### config.mk
export PLATFORM = sky130hd
export DESIGN_NAME = vga_timing_gen
export DESIGN_NICKNAME = d
export VERILOG_FILES = /design/src/rtl/vga_timing_gen.sv
export SDC_FILE = /design/constraint.sdc
export NUM_CORES = 1
export LEC_CHECK = 0
export ABC_AREA = 1
export CAP_MARGIN = 20
export CORE_AREA = 10 10 72 74
export CTS_CLUSTER_DIAMETER = 50
export DETAILED_ROUTE_END_ITERATION = 12
export DIE_AREA = 0 0 82 84
export HOLD_SLACK_MARGIN = 0.05
export PLACE_DENSITY = 0.84
export SETUP_SLACK_MARGIN = 0.5
export SLEW_MARGIN = 10
export SYNTH_ARGS = -nofsm -noshare
export SYNTH_HDL_FRONTEND = slang
export SYNTH_SLANG_ARGS = --single-unit
### constraint.sdc
create_clock -name CLK -period 5.55 [get_ports CLK]
set_clock_uncertainty 0.1 [all_clocks]
set_input_delay 1.11 -clock CLK [delete_from_list [all_inputs] [get_ports CLK]]
set_output_delay 1.11 -clock CLK [all_outputs]
set_load 0.02 [all_outputs]
### src/rtl/vga_timing_gen.sv
// rtl/vga_timing_gen.sv - VGA raster counters, sync pulses, active flag and strobes.
// Sync/active/strobes are derived from the next-state counters so they never skew from the coordinates.
module vga_timing_gen #(
  parameter int H_ACTIVE = 1280,
  parameter int H_FP     = 48,
  parameter int H_SYNC   = 112,
  parameter int H_BP     = 248,
  parameter int V_ACTIVE = 1024,
  parameter int V_FP     = 1,
  parameter int V_SYNC   = 3,
  parameter int V_BP     = 38,
  parameter bit H_POL    = 1'b1,
  parameter bit V_POL    = 1'b1,
  parameter int PIX_DIV  = 1
) (
  input  logic        CLK,
  input  logic        RESETN,
  output logic [11:0] VGA_horzCoord,
  output logic [11:0] VGA_vertCoord,
  output logic        VGA_HS,
  output logic        VGA_VS,
  output logic        VGA_active,
  output logic        PIX_TICK,
  output logic        LINE_START,
  output logic        FRAME_START
);

  localparam int H_TOTAL = H_ACTIVE + H_FP + H_SYNC + H_BP;
  localparam int V_TOTAL = V_ACTIVE + V_FP + V_SYNC + V_BP;
  localparam int DIV_W   = (PIX_DIV > 1) ? $clog2(PIX_DIV) : 1;

  localparam logic [11:0] H_LAST   = 12'(H_TOTAL - 1);
  localparam logic [11:0] V_LAST   = 12'(V_TOTAL - 1);
  localparam logic [11:0] H_ACT    = 12'(H_ACTIVE);
  localparam logic [11:0] V_ACT    = 12'(V_ACTIVE);
  localparam logic [11:0] HS_FIRST = 12'(H_ACTIVE + H_FP);
  localparam logic [11:0] HS_LAST  = 12'(H_ACTIVE + H_FP + H_SYNC - 1);
  localparam logic [11:0] VS_FIRST = 12'(V_ACTIVE + V_FP);
  localparam logic [11:0] VS_LAST  = 12'(V_ACTIVE + V_FP + V_SYNC - 1);

  if (H_TOTAL > 4096 || V_TOTAL > 4096 || PIX_DIV < 1) begin : g_bad_params
    $error("vga_timing_gen: totals must fit 12-bit counters and PIX_DIV must be >= 1");
  end

  logic [DIV_W-1:0] div_q, div_d;
  logic [11:0]      horz_q, horz_d, vert_q, vert_d;
  logic             hs_q, hs_d, vs_q, vs_d, active_q, active_d;
  logic             pix_tick_q, pix_tick_d, line_start_q, line_start_d;
  logic             frame_start_q, frame_start_d;
  logic             advance;

  always_comb begin
    advance = (div_q == DIV_W'(PIX_DIV - 1));
    div_d   = advance ? '0 : div_q + DIV_W'(1);
    horz_d  = horz_q;
    vert_d  = vert_q;
    if (advance) begin
      if (horz_q == H_LAST) begin
        horz_d = '0;
        vert_d = (vert_q == V_LAST) ? 12'd0 : vert_q + 12'd1;
      end else begin
        horz_d = horz_q + 12'd1;
      end
    end
    // Between advances the next-state counters equal the current ones, so these simply hold.
    hs_d          = ((horz_d >= HS_FIRST) && (horz_d <= HS_LAST)) ? H_POL : ~H_POL;
    vs_d          = ((vert_d >= VS_FIRST) && (vert_d <= VS_LAST)) ? V_POL : ~V_POL;
    active_d      = (horz_d < H_ACT) && (vert_d < V_ACT);
    pix_tick_d    = advance;
    line_start_d  = advance && (horz_d == 12'd0);
    frame_start_d = line_start_d && (vert_d == 12'd0);
  end

  always_ff @(posedge CLK or negedge RESETN) begin
    if (!RESETN) begin
      div_q         <= '0;
      horz_q        <= H_LAST;
      vert_q        <= V_LAST;
      hs_q          <= ~H_POL;
      vs_q          <= ~V_POL;
      active_q      <= 1'b0;
      pix_tick_q    <= 1'b0;
      line_start_q  <= 1'b0;
      frame_start_q <= 1'b0;
    end else begin
      div_q         <= div_d;
      horz_q        <= horz_d;
      vert_q        <= vert_d;
      hs_q          <= hs_d;
      vs_q          <= vs_d;
      active_q      <= active_d;
      pix_tick_q    <= pix_tick_d;
      line_start_q  <= line_start_d;
      frame_start_q <= frame_start_d;
    end
  end

  assign VGA_horzCoord = horz_q;
  assign VGA_vertCoord = vert_q;
  assign VGA_HS        = hs_q;
  assign VGA_VS        = vs_q;
  assign VGA_active    = active_q;
  assign PIX_TICK      = pix_tick_q;
  assign LINE_START    = line_start_q;
  assign FRAME_START   = frame_start_q;

endmodule

==> results of run 1 <==
## power groups by stage
stage | clock network, W | registers, W | logic (W)
after floorplan | 0 | 0.000224 | 0.0000000593
after detailed placement | 0 | 0.000223 | 0.00000709
final | 0.000188 | 0.000219 | 0.00000655
after global placement | 0 | 0.000223 | 0.00000691
after global routing | 0.000200 | 0.000219 | 0.00000756
after CTS | 0.000189 | 0.000220 | 0.00000706
## per-layer routing
metal  wire length [µm]  global-route usage (%)
met3                268                   3.448
met1               2238                   19.20
met4                 74                   5.418
met2               2332                   23.32
met5                  0                       0
## cells in the mapped netlist, types with 4 or more instances
cell type | number | area share (%)
nand2_1 | 84 | 16
inv_1 | 48 | 8.9
nand3_1 | 29 | 7.2
nor2_1 | 25 | 4.6
dfrtp_1 | 19 | 23
dfstp_2 | 11 | 14
nand4_1 | 10 | 3.1
nand2_2 | 7 | 2.2
nor2_2 | 7 | 2.2
nor2_4 | 6 | 3.3
inv_2 | 5 | 0.93
nor3_1 | 5 | 1.2
ha_1 | 4 | 2.5
o21ai_0 | 4 | 0.99
## kinds of logic (layout without fill, tap and decap cells)
logic type | count (synthesis) | in the layout | share of synthesized area, %
and+or+nand+nor | 183 | 183 | 45.74
AOI/OAI and AO/OA | 9 | 9 | 2.348
DFF | 30 | 30 | 37.76
xor gates and xnor gates | 2 | 2 | 0.8654
other | 1 | 1 | 0.1852
buffers and inverters | 55 | 93 | 10.63
adders and majority gates | 4 | 4 | 2.472
## final cells by class
type                    instances  area (µm²)  area share, %
multi-input cells             199        1045          42.15
flip-flops and latches         30       764.5          30.84
repair buffers                 32       317.8          12.82
inverters                      53       198.9          8.026
clock buffers                   8       90.09          3.635
well taps                      50       62.56          2.524
## worst max path at each step
stage                       endpoint  slack (ns)
4_1_cts             VGA_vertCoord[0]        2.79
3_5_place_dp        VGA_vertCoord[0]        3.11
5_1_grt             VGA_vertCoord[0]        2.76
6_report            VGA_vertCoord[0]        2.81
2_1_floorplan  FRAME_START$_DFF_PN0_        3.60
3_3_place_gp        VGA_vertCoord[0]        3.11
## state kept, by name, summed over array words and instances (netlist names)
signal	cells
VGA_horzCoord	12
VGA_vertCoord	12
FRAME_START	1
LINE_START	1
PIX_TICK	1
VGA_HS	1
VGA_VS	1
VGA_active	1
## per-stage QoR
stage	std cells	power, W
6_report	372	0.0004144
5_1_grt	372	0.0004269
4_1_cts	372	0.0004152
3_5_place_dp	364	0.0002303
3_3_place_gp	364	0.0002302
2_1_floorplan	284	0.0002239
==> summary.md, run 1 <==
| Metric | Value |
|---|---|
| Die Wd | `82 µm` |
| CTS tree | `yes` |
| Slowest CP cell | `clkdlybuf4s50_1` |
| Core box area | `3856 µm²` |
| Worst EP required | `~4.3 ns` |
| DR iter-0 viols | `203` |
| Via density | `4.952` |
| # hold bufs at CTS | `0` |
| Commonest cells after routing, fill and taps aside | `nand2_1, inv_1, clkdlybuf4s50_1` |
| P_leak | `1.272 nW` |
| HPWL Detailed | `3762 µm` |
| Crit path cell chain | `clkdlybuf4s50_1` |
| Number of gates resized after cts | `0` |
| CP arrival | `1.53 ns` |
| Synthesized area | `a little over 2000 µm²` |
| Yosys warning count | `0` |
| Reg2Reg Launch Point | `VGA_horzCoord[0]$_DFF_PN1_` |
| GPL Wtd Cong | `0.8657` |
| Hold slack | `0.4488 ns` |
| Clock-pin slew on the worst setup and hold paths | `around 0.060 ns` |
| Max_cap viols | `0` |
| CP startpoint kind | `register` |
| R2r setup slk | `~3.3 ns` |
| Post-Place Worst Slack | `slightly above 3 ns` |
| Vias | `about 1800` |
| Critical path depth in cells | `1` |
| Power Internal | `0.0003223 W` |
| Unrepaired setup endpoints after global routing | `false` |
| Comb pwr share | `under 10%` |
| R2R depth | `11` |
| Status | `finished, final reports clean` |
| Die area | `6888 µm²` |
| Top Ports | `32` |
| DRT Wirelength | `4913 µm` |
| NetSw | `just over 0.00009 W` |
| WL per Instance | `about 13 µm` |
| Hold Crit Depth | `2` |
| Post-synth top flop | `dfrtp_1` |
| Row count | `23` |
| Terminus of the critical flop-to-flop path | `FRAME_START$_DFF_PN0_` |
| Async S/R FF share, synth | `100.0%` |
| Switching Share | `22.24%` |
| F_max | `364.4 MHz` |
| Yosys cell types | `28` |
| Initial Utilization | `52.50%` |
| Power per standard cell area | `167.2 nW/µm²` |
| Register bit total from synthesis | `30` |
| Hold_sp | `VGA_horzCoord[2]$_DFF_PN1_` |
| Largest net degree at the start of global routing | `31` |
| Worst Setup Path Type | `reg2out` |
| Crit path time final | `2.744 ns` |
| Antenna violations before repair | `0` |
| Final worst slack | `2.806 ns` |
| DRT Pass-1 Iters | `5` |
| Total Nets Final | `327` |
| VDD IR-drop max | `about 0.00015 V` |
| Sequential share of power | `between 50 and 60%` |
| Worst setup path startpoint | `VGA_vertCoord[0]$_DFF_PN1_` |
| Post-CTS Setup Bufs | `0` |
| Share of cells above drive strength 1 | `16.15%` |
| Cell family with most CP delay | `buffers and inverters` |
| Number of global-route vias before repair | `1746` |
| Slew Limit Fails | `0` |
| First-pass GRT wire length | `8259 µm` |
| Detail Route Antenna Nets | `0` |
| Skew-Pair Late Insertion Delay | `0.29 ns` |
| Setup violators final | `0` |
| H-tree levels | `2` |
| Hold Violations, Final | `0` |
| Root Buffer | `clkbuf_8` |
| Commonest non-fill, non-tap cell in the layout | `nand2_1` |
| Critical Path Fanout Max | `8` |
| Fill cells | `345` |
| Clock buffer depth | `2` |
| CTS buffer count | `5` |
| Antenna fix cells | `0` |
| Clock power frac | `between 40 and 50%` |
| Die Y | `84 µm` |
| IO Port Bufs | `31` |
| Syn nets | `290` |
| Crit path buf inv count | `1` |
| Setup TNS | `0 ns` |
| Placed cell area | `2389 µm²` |
| Layout area overhead | `22.44%` |
| Mean cell area of the mapped netlist | `7.128 µm²` |
| HP Class | `reg2reg` |
| Worst path max stage delay | `0.63 ns` |
| Synth Instances | `284` |
| Post-Layout Inst Area | `approximately 2500 µm²` |
| GRT Total Usage | `14.93%` |
| Final cycle utilization of the critical path | `49.45%` |
| Clock sinks | `30` |
| Worst hold endpoint | `VGA_horzCoord[2]$_DFF_PN1_` |
| DRC viols | `0` |
| Fin util | `64.28%` |
| Post-synth EDFFs | `0` |
| Total congestion overflow | `0` |
| Crit end category | `output pin` |
| Register area share after synthesis | `37.76%` |
(Power assumes the default switching activity.)
==> run 2: changes to the inputs <==
- CORE_AREA: 10 10 72 74 -> 10 10 76 78
- DIE_AREA: 0 0 82 84 -> 0 0 86 88
- PLACE_DENSITY: 0.84 -> 0.78
- clock period: 5.55 -> 2.4 ns (I/O delays scaled with it)
==> run 2 against run 1 <==
  * Non-clock buffer count is 15 higher
  * Die area grew 9.9%
  * Sequential power grew 130%
  * Highest routed layer unchanged
==> summary.md, run 2 (synthesized netlist as in run 1, its figures left out) <==
| Metric | Value |
|---|---|
| Status | `finished, final reports clean (unchanged)` |
| HP Class | `in2async (was reg2reg)` |
| Commonest non-fill, non-tap cell in the layout | `nand2_1 (unchanged)` |
| Clock sinks | `30 (unchanged)` |
| Met3 GRT Util | `3.807% (was 3.448%)` |
| Die Y | `88 µm (was 84 µm)` |
| Placed cell area | `2406 µm² (was 2389 µm²)` |
| Share of cells above drive strength 1 | `30.00% (was 16.15%)` |
| Crit path time final | `2.012 ns` |
| First-pass GRT wire length | `9501 µm (was 8259 µm)` |
| Die area | `7568 µm² (was 6888 µm²)` |
| R2R depth | `11 (unchanged)` |
| CP startpoint kind | `register (unchanged)` |
| IO Port Bufs | `31 (unchanged)` |
| Largest net degree at the start of global routing | `31 (unchanged)` |
| Core box area | `4294 µm² (was 3856 µm²)` |
| Most Crowded Layer GR | `met2 (unchanged)` |
| Vias | `2054 (was 1842)` |
| Unrepaired setup endpoints after global routing | `true (was false)` |
| Fill cells | `364 (was 345)` |
| GR Util met2 | `24.27% (was 23.32%)` |
| DRT Wirelength | `5944 µm (was 4913 µm)` |
| Crit end category | `register (was output pin)` |
| GPL Wtd Cong | `0.9119 (was 0.8657)` |
| GRT Total Usage | `15.67% (was 14.93%)` |
| Die Wd | `86 µm (was 82 µm)` |
| WL per Instance | `15.16 µm (was 13.21 µm)` |
| F_max | `a little under 500 MHz` |
| Met1 Resource Use GR | `19.70% (was 19.20%)` |
| HPWL Detailed | `3926 µm (was 3762 µm)` |
| Initial Utilization | `47.14% (was 52.50%)` |
| Hold Violations, Final | `0 (unchanged)` |
| DRC viols | `0 (unchanged)` |
| Max_cap viols | `0 (unchanged)` |
| Detail Route Antenna Nets | `0 (unchanged)` |
| Hold slack | `0.4757 ns (was 0.4488 ns)` |
| Row count | `24 (was 23)` |
| Antenna fix cells | `0 (unchanged)` |
| Root Buffer | `clkbuf_8 (unchanged)` |
| Setup violators final | `0 (unchanged)` |
| Post-Layout Inst Area | `2780 µm² (was 2479 µm²)` |
| Design Power | `0.0009539 W (was 0.0004144 W)` |
| Via density | `5.240 (was 4.952)` |
| Worst EP required | `2.49 ns (was 4.34 ns)` |
| Skew-Pair Late Insertion Delay | `0.29 ns (about the same)` |
| H-tree levels | `2 (unchanged)` |
| CTS buffer count | `5 (unchanged)` |
| Commonest cells after routing, fill and taps aside | `nand2_1, inv_1, nand3_1 (was nand2_1, inv_1, clkdlybuf4s50_1)` |
| P_leak | `1.505 nW (was 1.272 nW)` |
| CTS tree | `yes (unchanged)` |
| VDD IR-drop max | `0.0002501 V (was 0.0001519 V)` |
| Setup TNS | `0 ns (unchanged)` |
| Worst Setup Path Type | `reg2reg (was reg2out)` |
| DR iter-0 viols | `221 (was 203)` |
| Number of global-route vias before repair | `1961 (was 1746)` |
| Slew Limit Fails | `0 (unchanged)` |
| Antenna violations before repair | `0 (unchanged)` |
| CP arrival | `2.10 ns (was 1.53 ns)` |
| Layout area overhead | `37.33% (was 22.44%)` |
| Final cycle utilization of the critical path | `83.85%` |
| Power per standard cell area | `343.1 nW/µm² (was 167.2 nW/µm²)` |
| Total Nets Final | `345 (was 327)` |
| Top Ports | `32 (unchanged)` |
| Critical Path Fanout Max | `5 (was 8)` |
| Clock-pin slew on the worst setup and hold paths | `0.07 ns (was 0.06 ns)` |
| Clock buffer depth | `2 (unchanged)` |
| Total congestion overflow | `0 (unchanged)` |
| DRT Pass-1 Iters | `4 (was 5)` |
==> run 2: power by group <==
group          total [W]  switching [W]  internal (W)  leakage [nW]
clock network   0.000431       0.000200      0.000231        0.0482
logic          0.0000152      0.0000113    0.00000392          1.09
registers       0.000508    0.000000173      0.000507         0.367
total           0.000954       0.000211      0.000742          1.51
==> run 2: per-layer routing <==
layer / wire length [µm] / up-vias
met5: 0 / -
met4: 164 / 0
met3: 363 / 20
met2: 2737 / 70
met1: 2679 / 966
li1: - / 998
==> run 2: per-stage QoR <==
stage               instances  utilization (%)  worst slack [ns]
global placement          366            56.03            0.3716
global route              392            64.74            0.3068
CTS                       386            62.27            0.4295
floorplan                 284                -            0.5117
detailed placement        366            56.03            0.3434
finish                    392            64.74            0.3875
==> run 2: final cells by class <==
class                      count  area, µm²  area share [%]
sequential                    30      764.5           27.50
multi-input combinational    202       1234           44.37
clock buffer                   7      86.33           3.105
clock inverter                 1      5.005          0.1800
inverter                      53      205.2           7.381
timing repair buffer          47      420.4           15.12
tap                           52      65.06           2.340
==> run 2: worst paths after layout <==
| check | start | end | slack (ns) |
|---|---|---|---|
| worst min register to register | VGA_vertCoord[5]$_DFF_PN1_ | VGA_vertCoord[5]$_DFF_PN1_ | 0.48 |
| worst max register to register | VGA_horzCoord[0]$_DFF_PN1_ | FRAME_START$_DFF_PN0_ | 0.39 |
| worst max-delay path | VGA_horzCoord[0]$_DFF_PN1_ | FRAME_START$_DFF_PN0_ | 0.39 |
| min in group CLK | VGA_vertCoord[5]$_DFF_PN1_ | VGA_vertCoord[5]$_DFF_PN1_ | 0.48 |
| worst min-delay path | RESETN | VGA_HS$_DFF_PN0_ | 0.48 |
| max in group asynchronous | RESETN | VGA_vertCoord[0]$_DFF_PN1_ | 1.39 |
==> run 2: worst max-delay path, cell delays in order (launching register included) <==
cell and delay (ns):
dfstp_2 0.56, ha_4 0.16, inv_4 0.04, nor2_4 0.20, buf_12 0.14, nand3_4 0.16, o21ai_2 0.26, nor2_4 0.07
nand2_1 0.08, nor2_2 0.04, nand2_1 0.07, nor2_2 0.04
==> run 2: timing repair <==
action | CTS | global route
hold endpoints to repair | 0 | 0
gates cloned | 3 | 0
resized for setup | 43 | 24
buffers inserted | 9 | 6
hold buffers | 0 | 0
pin swaps | 13 | 15
endpoints found under the setup margin | 26 | 10
